--- src/rtl/median_pkg.sv ---
// Shared types and constants for the 3x3 median window sequencer.
// Tap k sits at row offset TAP_DR[k] and column offset TAP_DC[k] from the centre.
package median_pkg;

  localparam int ROWS = 430;
  localparam int COLS = 554;
  localparam int DW   = 8;
  localparam int AW   = 18;
  localparam int TAPS = 9;

  typedef enum logic [2:0] {
    IDLE    = 3'd0,
    FETCH   = 3'd1,
    CAPT    = 3'd2,
    PRESENT = 3'd3,
    DONE    = 3'd4
  } state_t;

  localparam int TAP_DR [TAPS] = '{-1, -1, -1, 0, 0, 0, 1, 1, 1};
  localparam int TAP_DC [TAPS] = '{-1, 0, 1, -1, 0, 1, -1, 0, 1};

endpackage

--- src/rtl/median_tap_addr.sv ---
// Combinational tap address generator: (r, c, k) -> column-major RAM address,
// clamped to the frame, plus a flag telling whether the unclamped tap was inside it.
module median_tap_addr #(
  parameter int ROWS = 430,
  parameter int COLS = 554,
  parameter int AW   = 18,
  parameter int RW   = 9,
  parameter int CW   = 10
) (
  input  logic [RW-1:0] r,
  input  logic [CW-1:0] c,
  input  logic [3:0]    k,
  output logic [AW-1:0] addr,
  output logic          in_range
);
  import median_pkg::*;

  int rr;
  int cc;

  always_comb begin
    rr       = int'(r) + TAP_DR[k];
    cc       = int'(c) + TAP_DC[k];
    in_range = 1'b1;
    if (rr < 0) begin
      rr       = 0;
      in_range = 1'b0;
    end else if (rr > ROWS - 1) begin
      rr       = ROWS - 1;
      in_range = 1'b0;
    end
    if (cc < 0) begin
      cc       = 0;
      in_range = 1'b0;
    end else if (cc > COLS - 1) begin
      cc       = COLS - 1;
      in_range = 1'b0;
    end
    addr = AW'(cc * ROWS + rr);
  end

endmodule

--- src/rtl/median_window_sequencer.sv ---
// Frame scanner feeding 3x3 windows from a single-port pixel RAM to the median core.
// Build option MEDIAN_SEQ_ZERO_PAD_EN: out-of-frame taps read as 0 instead of edge replication.
module median_window_sequencer #(
  parameter int ROWS = median_pkg::ROWS,
  parameter int COLS = median_pkg::COLS,
  parameter int DW   = median_pkg::DW,
  parameter int AW   = median_pkg::AW
) (
  input  logic                 clk,
  input  logic                 rst,
  input  logic                 start,
  output logic                 busy,
  output logic                 done,
  output logic                 mem_rd_en,
  output logic [AW-1:0]        mem_addr,
  input  logic [DW-1:0]        mem_rd_data,
  output logic [9*DW-1:0]      win_data,
  output logic                 win_valid,
  input  logic                 win_ready,
  output logic [AW-1:0]        pix_idx,
  output logic [2:0]           dbg_state
);
  import median_pkg::*;

  localparam int RW = (ROWS > 1) ? $clog2(ROWS) : 1;
  localparam int CW = (COLS > 1) ? $clog2(COLS) : 1;

`ifdef MEDIAN_SEQ_ZERO_PAD_EN
  localparam bit ZERO_PAD = 1'b1;
`else
  localparam bit ZERO_PAD = 1'b0;
`endif

  state_t          state, state_nx;
  logic [RW-1:0]   r;
  logic [CW-1:0]   c;
  logic [3:0]      k;
  logic [AW-1:0]   lin;
  logic [DW-1:0]   slot [TAPS-1];
  logic            skip_q;
  logic [AW-1:0]   tap_addr;
  logic            tap_in_range;
  logic            tap_skip;
  logic            last_pix;
  logic [TAPS*DW-1:0] win_nx;

  median_tap_addr #(
    .ROWS (ROWS),
    .COLS (COLS),
    .AW   (AW),
    .RW   (RW),
    .CW   (CW)
  ) u_tap_addr (
    .r        (r),
    .c        (c),
    .k        (k),
    .addr     (tap_addr),
    .in_range (tap_in_range)
  );

  assign tap_skip  = ZERO_PAD && !tap_in_range;
  assign last_pix  = (r == RW'(ROWS - 1)) && (c == CW'(COLS - 1));
  assign dbg_state = state;

  // Handshake: a window transfers on a cycle where win_valid && win_ready. win_valid
  // stays high with win_data/pix_idx frozen until that happens; ready alone does nothing.
  always_comb begin
    state_nx  = state;
    busy      = 1'b0;
    done      = 1'b0;
    mem_rd_en = 1'b0;
    mem_addr  = '0;
    win_valid = 1'b0;
    case (state)
      IDLE: if (start) state_nx = FETCH;
      FETCH: begin
        busy      = 1'b1;
        mem_rd_en = !tap_skip;
        mem_addr  = tap_skip ? '0 : tap_addr;
        if (k == 4'd8) state_nx = CAPT;
      end
      CAPT: begin
        busy     = 1'b1;
        state_nx = PRESENT;
      end
      PRESENT: begin
        busy      = 1'b1;
        win_valid = 1'b1;
        if (win_ready) state_nx = last_pix ? DONE : FETCH;
      end
      DONE: begin
        done     = 1'b1;
        state_nx = IDLE;
      end
      default: state_nx = IDLE;
    endcase
  end

  // The last tap is still on the RAM bus during CAPT, so it goes straight into the window.
  always_comb begin
    win_nx = '0;
    for (int i = 0; i < TAPS - 1; i++) win_nx[i*DW +: DW] = slot[i];
    win_nx[(TAPS-1)*DW +: DW] = skip_q ? '0 : mem_rd_data;
  end

  always_ff @(posedge clk) begin
    if (rst) begin
      state    <= IDLE;
      r        <= '0;
      c        <= '0;
      k        <= '0;
      lin      <= '0;
      skip_q   <= 1'b0;
      win_data <= '0;
      pix_idx  <= '0;
      for (int i = 0; i < TAPS - 1; i++) slot[i] <= '0;
    end else begin
      state <= state_nx;
      case (state)
        IDLE: begin
          if (start) begin
            r   <= '0;
            c   <= '0;
            k   <= '0;
            lin <= '0;
          end
        end
        FETCH: begin
          if (k != 4'd8) k <= k + 4'd1;
          skip_q <= tap_skip;
          if (k != 4'd0) slot[3'(k - 4'd1)] <= skip_q ? '0 : mem_rd_data;
        end
        CAPT: begin
          win_data <= win_nx;
          pix_idx  <= lin;
        end
        PRESENT: begin
          if (win_ready) begin
            k <= '0;
            if (!last_pix) begin
              lin <= lin + 1'b1;
              if (r == RW'(ROWS - 1)) begin
                r <= '0;
                c <= c + 1'b1;
              end else begin
                r <= r + 1'b1;
              end
            end
          end
        end
        default: ;
      endcase
    end
  end

endmodule

--- config.mk ---
export PLATFORM = sky130hd
export DESIGN_NAME = median_window_sequencer
export DESIGN_NICKNAME = d
export VERILOG_FILES = /design/src/rtl/median_pkg.sv /design/src/rtl/median_tap_addr.sv /design/src/rtl/median_window_sequencer.sv
export SDC_FILE = /design/constraint.sdc
export NUM_CORES = 1
export LEC_CHECK = 0
export CAP_MARGIN = 15
export CORE_UTILIZATION = 58
export CTS_CLUSTER_SIZE = 24
export DETAILED_ROUTE_END_ITERATION = 10
export PLACE_DENSITY = 0.81
export REMOVE_ABC_BUFFERS = 1
export SLEW_MARGIN = 10
export SYNTH_ARGS = -nofsm -noshare
export SYNTH_HDL_FRONTEND = slang
export SYNTH_HIERARCHICAL = 1
export SYNTH_SLANG_ARGS = --single-unit
--- constraint.sdc ---
create_clock -name clk -period 11.85 [get_ports clk]
set_clock_uncertainty 0.05 [all_clocks]
set_input_delay 2.37 -clock clk [delete_from_list [all_inputs] [get_ports clk]]
set_output_delay 2.37 -clock clk [all_outputs]
set_load 0.05 [all_outputs]
After elaboration in Yosys (flattened, before gate mapping)
Memory sizes are Yosys's and may differ from the RTL's. A register that Yosys moved wholly into a read port is not among the register bits.
Index checks and enable logic that the tools add are counted.

operators by class
  multipliers = 1
  reduce and logical (&&, ||, !) cells = 11
  bitwise gates (word level) = 1
  add/sub/neg operators = 8
  multiplexer cells = 45
  equal/unequal tests = 14
  magnitude comparators = 5

operator list
  operator                                                                count
  32-bit 2-to-1 mux                                                       6
  18-bit 2-to-1 mux                                                       6
  32-bit by 1-bit < comparator with 1-bit output, second input constant   2
  10-bit 2-to-1 mux                                                       4
  9-bit 2-to-1 mux                                                        4
  18-bit case mux with 2 select lines                                     1
  10-bit by 32-bit adder with 32-bit output                               1
  11-bit by 32-bit adder with 32-bit output                               1
  32-bit by 10-bit > comparator with 1-bit output, second input constant  1
  32-bit by 11-bit > comparator with 1-bit output, second input constant  1
  32-bit by 9-bit multiplier with 17-bit output, second input constant    1
  10-bit case mux with 2 select lines                                     1
  18-bit by 1-bit adder with 18-bit output, second input constant         1
  18-bit adder                                                            1
  9-bit case mux with 2 select lines                                      1
  3-bit 2-to-1 mux                                                        5
  4-bit 2-to-1 mux                                                        3
  2-bit != test, second input constant                                    6
  3-bit case mux with 4 select lines                                      1
  4-bit case mux with 3 select lines                                      1
  1-bit 2-to-1 mux                                                        11
  10-bit by 1-bit adder with 10-bit output, second input constant         1
  10-bit == test, second input constant                                   1
  9-bit by 1-bit adder with 9-bit output, second input constant           1
  21 further kinds                                                        23

word-level totals
  logic and storage cells = 95
  input bits = 12
  output and inout port bits = 115
  bits in writable memories = 64
  register bits = 134
  memories = 3
  ROM bits = 1024

memories
  name              depth  bits a word  read ports  clocked after memory_dff  wr ports  RTL line                       text
  (name not given)  16     32           1           0                         0         median_tap_addr.sv:23          cc = int'(c) + TAP_DC[k];
  (name not given)  16     32           1           0                         0         median_tap_addr.sv:22          rr = int'(r) + TAP_DR[k];
  slot              8      8            8           8                         8         median_window_sequencer.sv:39  logic [DW-1:0] slot [TAPS-1];

Longest topological paths before layout
  word-level depth = 11
  mapped depth = 41
  gate-level depth less buffers = 38

By module
Netlist, hierarchy kept.

by module, submodules not included
  module                   sequential area each (um2)  area each (um2)  times used  cells each
  median_window_sequencer  4604.4                      8127.8           1           870
  median_tap_addr          0.0                         4608.2           1           580

Worst setup path after synthesis
Ideal clock, no wire load.

  kind = register to output
  start = register k[0]
  end = output port mem_addr[16]
  cell stages (with the launch flop) = 39
  path buffers = 2
  data arrival time = 8.768 ns
  setup slack = 0.662 ns
  required time = 9.430 ns
  cells stage by stage = dfxtp_1 > inv_1 > ha_1 > mux2i_1 > nor2_2 > ha_1 > o21ai_1 > o21ba_2 > a211o_1 > nand2_1 > a21oi_1 > nand2b_1 > ha_1 > clkbuf_1 > nor4b_1 > nand3_1 > a21oi_1 > and2_1 > [... 3 more ...] > xor2_1 > ha_1 > ha_1 > fa_1 > ha_1 > a21o_1 > a21oi_1 > o21bai_1 > a211oi_1 > o31ai_1 > nor2_1 > xnor2_1 > ha_1 > nand3_1 > or3_1 > nand4_1 > or4b_2 > and2_1

on the way
  longest elaborated chain between the ends = 11
  elaborated cells between the ends (all ways) = 20
  classes of those cells = add/sub (3); mul (1); order compare (4); mux (9); bitwise (1); memory (2)

ends and longest elaborated chain
  element                                                   RTL line                                      text
  start: declaration                                        median_window_sequencer.sv:37                 logic [3:0] k;
  start signal: assignment                                  median_window_sequencer.sv:129                if (k != 4'd8) k <= k + 4'd1;
  4-bit inverter with 5-bit output (not written as such) *  median_tap_addr.sv:22, median_tap_addr.sv:23
  memory read 16 x 32 bit                                   --
  32-bit 2-to-1 mux (not written as such) (2 in series)     median_tap_addr.sv:23
  11-bit by 32-bit adder with 32-bit output                 median_tap_addr.sv:23
  32-bit by 11-bit > comparator with 1-bit output           median_tap_addr.sv:35                         end else if (cc > COLS - 1) begin
  32-bit 2-to-1 mux                                         median_tap_addr.sv:35
  32-bit 2-to-1 mux                                         median_tap_addr.sv:32                         if (cc < 0) begin
  32-bit by 9-bit multiplier with 17-bit output             median_tap_addr.sv:39                         addr = AW'(cc * ROWS + rr);
  18-bit adder *                                            median_tap_addr.sv:39
  named net tap_addr[16]                                    median_window_sequencer.sv:41                 logic [AW-1:0] tap_addr;
  18-bit 2-to-1 mux *                                       median_window_sequencer.sv:74                 case (state)
  end: declaration                                          median_window_sequencer.sv:15                 output logic [AW-1:0] mem_addr,

The timed path passes the listed nets; every way through them passes the cells marked *. The select of a mux whose other input is x is not followed.

Worst setup path after layout
Ends and elaborated chain as after synthesis.

==> out/results.ini <==
[pwr]
p_per_area_nw_per_um2 = 124.3
switching_power_uw = 636.1
power_frac_seq = 0.380
intPower_mw = 1.237
p_clk_frac = 0.309
p_sw_frac = 0.3397
p_leak_nw = 6.063
peakVddDrop_mv = 0.2402
combPwrFrac = 0.311

[synthesis]
syn_avg_cell_area_um2 = 8.785
yosysWarnings = 70
syn_area_um2 = 12730
synthCells = 1449

[clocking]
clock_latency_ns = 0.44
htree_levels = 4
cts_made_buffers = 17
cts_sinks = 198
clock_path_buffers = 2
clockRootBuffer = clkbuf_16
cts_tree = yes
clk_pin_slew_worst_paths_ns = 0.08
hold_buffers = 0

[setup_path]
cp-startpoint = k[0]
crit_cells = 36
reg2reg_from = dbg_state[0]
cp_slowest_stage_delay_ns = 0.66
cp_max_fo = 7
slowest_stage = or4b_2
cp-endpoint = mem_addr[16]
cp_top_family = adder cells
worst-path-buf-inv = 2
reg2reg_depth = 6
reg2reg_to = slot[2][5]
worst_setup_path_end_kind = primary output
crit_arrival_ns = 9.12
r2r_slack_ns = 8.86
crit_type = flip-flop to primary output
startpoint_type = flip-flop
worst_path_most_repeated_cell = ha_1
crit_required_ns = 9.43

[sta]
timing.setup.tns_ns = 0
period_share = 0.9738
max_slew_margin = 0.2976
setup_ws_ns = 0.3106
hold_viol = 0
maxSlewViolCount = 0
finalSetupViolCount = 0
max_slew.worst_pin.slew_ns = 1.043
min_period_ns = 11.54
max_clock_freq_mhz = 86.66

[grt]
grt_pass1_wl_um = 46710
grt_overflow_total = 0
grt_max_degree = 91
antenna_found_initial = 0
gr-usage-all-layers = 0.2564
grt_pass1_vias = 10000

[routing]
vias = 10650
drt_first_iter_violations = 703
avgViaCountPerCell = 5.724
wl_per_cell_um = 15.57
drt-pass1-iter-count = 5
antenna_left = 0
drc = 0
routed_wl_um = 28960

[floorplanning]
core_area_um2 = 21290
die-area_um2 = 22540
die_w_um = 150.1
start_util = 0.5980
die_h_um = 150.1
ios = 127
rows = 53

[layout]
diodes = 0
fillCellCount = 1626
num-nets-final = 1728
fin_area_um2 = 15070
area_growth_pct = 18.35
drive_gt1_frac = 0.08013

[run_status]
status = finished, final reports clean

[place]
place_area_um2 = 14230
gp_congestion = 0.8408
io_buffers = 126
dp_hpwl_um = 20500
pre_cts_slack_ns = 0.1593

[worst_hold_path]
hold_path.class = flip-flop to flip-flop

[run]
cap_violations = 0

==> how the worst min path moves through the flow <==
stage,from,to,slack (ns),cells after the start
after floorplan,lin[17],pix_idx[17],0.38,2
after global placement,win_data[48],win_data[48],0.39,2
after detailed placement,win_data[28],win_data[28],0.40,2
after CTS,win_data[28],win_data[28],0.41,2
after global routing,win_data[48],win_data[48],0.42,2
final,pix_idx[8],pix_idx[8],0.40,2
==> worst min-delay path, stage by stage (launching register included) <==
cell     delay (ns)
dfxtp_1        0.31
nand2_1        0.05
a21oi_1        0.05
==> flip-flops by register name (all words and copies together), names as in the netlist <==
name	cells
c	10
dbg_state	3
k	4
lin	18
pix_idx	18
r	9
slot	64
win_data	72
==> final cells by class <==
type | count | area (um2) | share of cell area
multi-input combinational | 1106 | 7741 | 0.5138
sequential | 198 | 4606 | 0.3057
timing repair buffer | 142 | 1374 | 0.09119
clock buffer | 17 | 425.4 | 0.02824
inverter | 107 | 401.6 | 0.02666
tap | 275 | 344.1 | 0.02284
clock inverter | 15 | 173.9 | 0.01154
==> routing by layer <==
| metal | part of all wire | wire length (um) | track usage |
|---|---|---|---|
| met4 | 0.016 | 456 | 0.06869 |
| met5 | 0 | 0 | 0 |
| met1 | 0.44 | 12700 | 0.3272 |
| met2 | 0.50 | 14560 | 0.4563 |
| met3 | 0.043 | 1237 | 0.03182 |
==> cells in the final DEF, fill, tap and decap left out, types with 6 or more instances in the layout <==
cell,count
nand4_1,10
nor2_1,52
a21o_1,22
buf_4,21
o31ai_1,6
o21ai_1,13
nor2b_1,7
or3_1,7
a31oi_1,12
xor2_1,17
clkbuf_16,17
nand3_1,28
nand2b_1,8
o211ai_1,8
a21oi_1,153
dfxtp_1,133
edfxtp_1,64
conb_1,26
nand3b_1,6
fa_1,35
o21ai_0,33
xnor2_1,37
a211oi_1,6
mux2i_1,7
and3_1,16
nor3_1,19
nor4_1,7
nand2_1,232
and2_1,98
clkdlybuf4s50_1,119
or2_2,14
inv_1,106
ha_1,101
==> through the flow <==
step | power, mW | instances | util | hold WS, ns
detailed placement | 1.278 | 1821 | 0.6685 | 0.3956
floorplan | 1.146 | 1410 | - | 0.3841
global route | 1.967 | 1860 | 0.7078 | 0.4217
finish | 1.873 | 1860 | 0.7078 | 0.4042
global placement | 1.266 | 1821 | 0.6685 | 0.3920
CTS | 1.850 | 1853 | 0.6978 | 0.4056
==> what timing repair did <==
action                     4_1_cts  5_1_grt
gates resized for setup          6       32
pin swaps                        0        6
setup endpoints to repair        2        6
gates cloned                     0        1
setup buffers                    0        5
==> power by group through the flow <==
stage / logic [mW] / clock network, mW / registers [mW]
2_1_floorplan: 0.420 / 0 / 0.726
3_3_place_gp: 0.540 / 0 / 0.726
3_5_place_dp: 0.551 / 0 / 0.727
4_1_cts: 0.556 / 0.582 / 0.711
5_1_grt: 0.640 / 0.615 / 0.712
6_report: 0.582 / 0.580 / 0.711
Note: power is estimated with default switching activity, not from simulation.
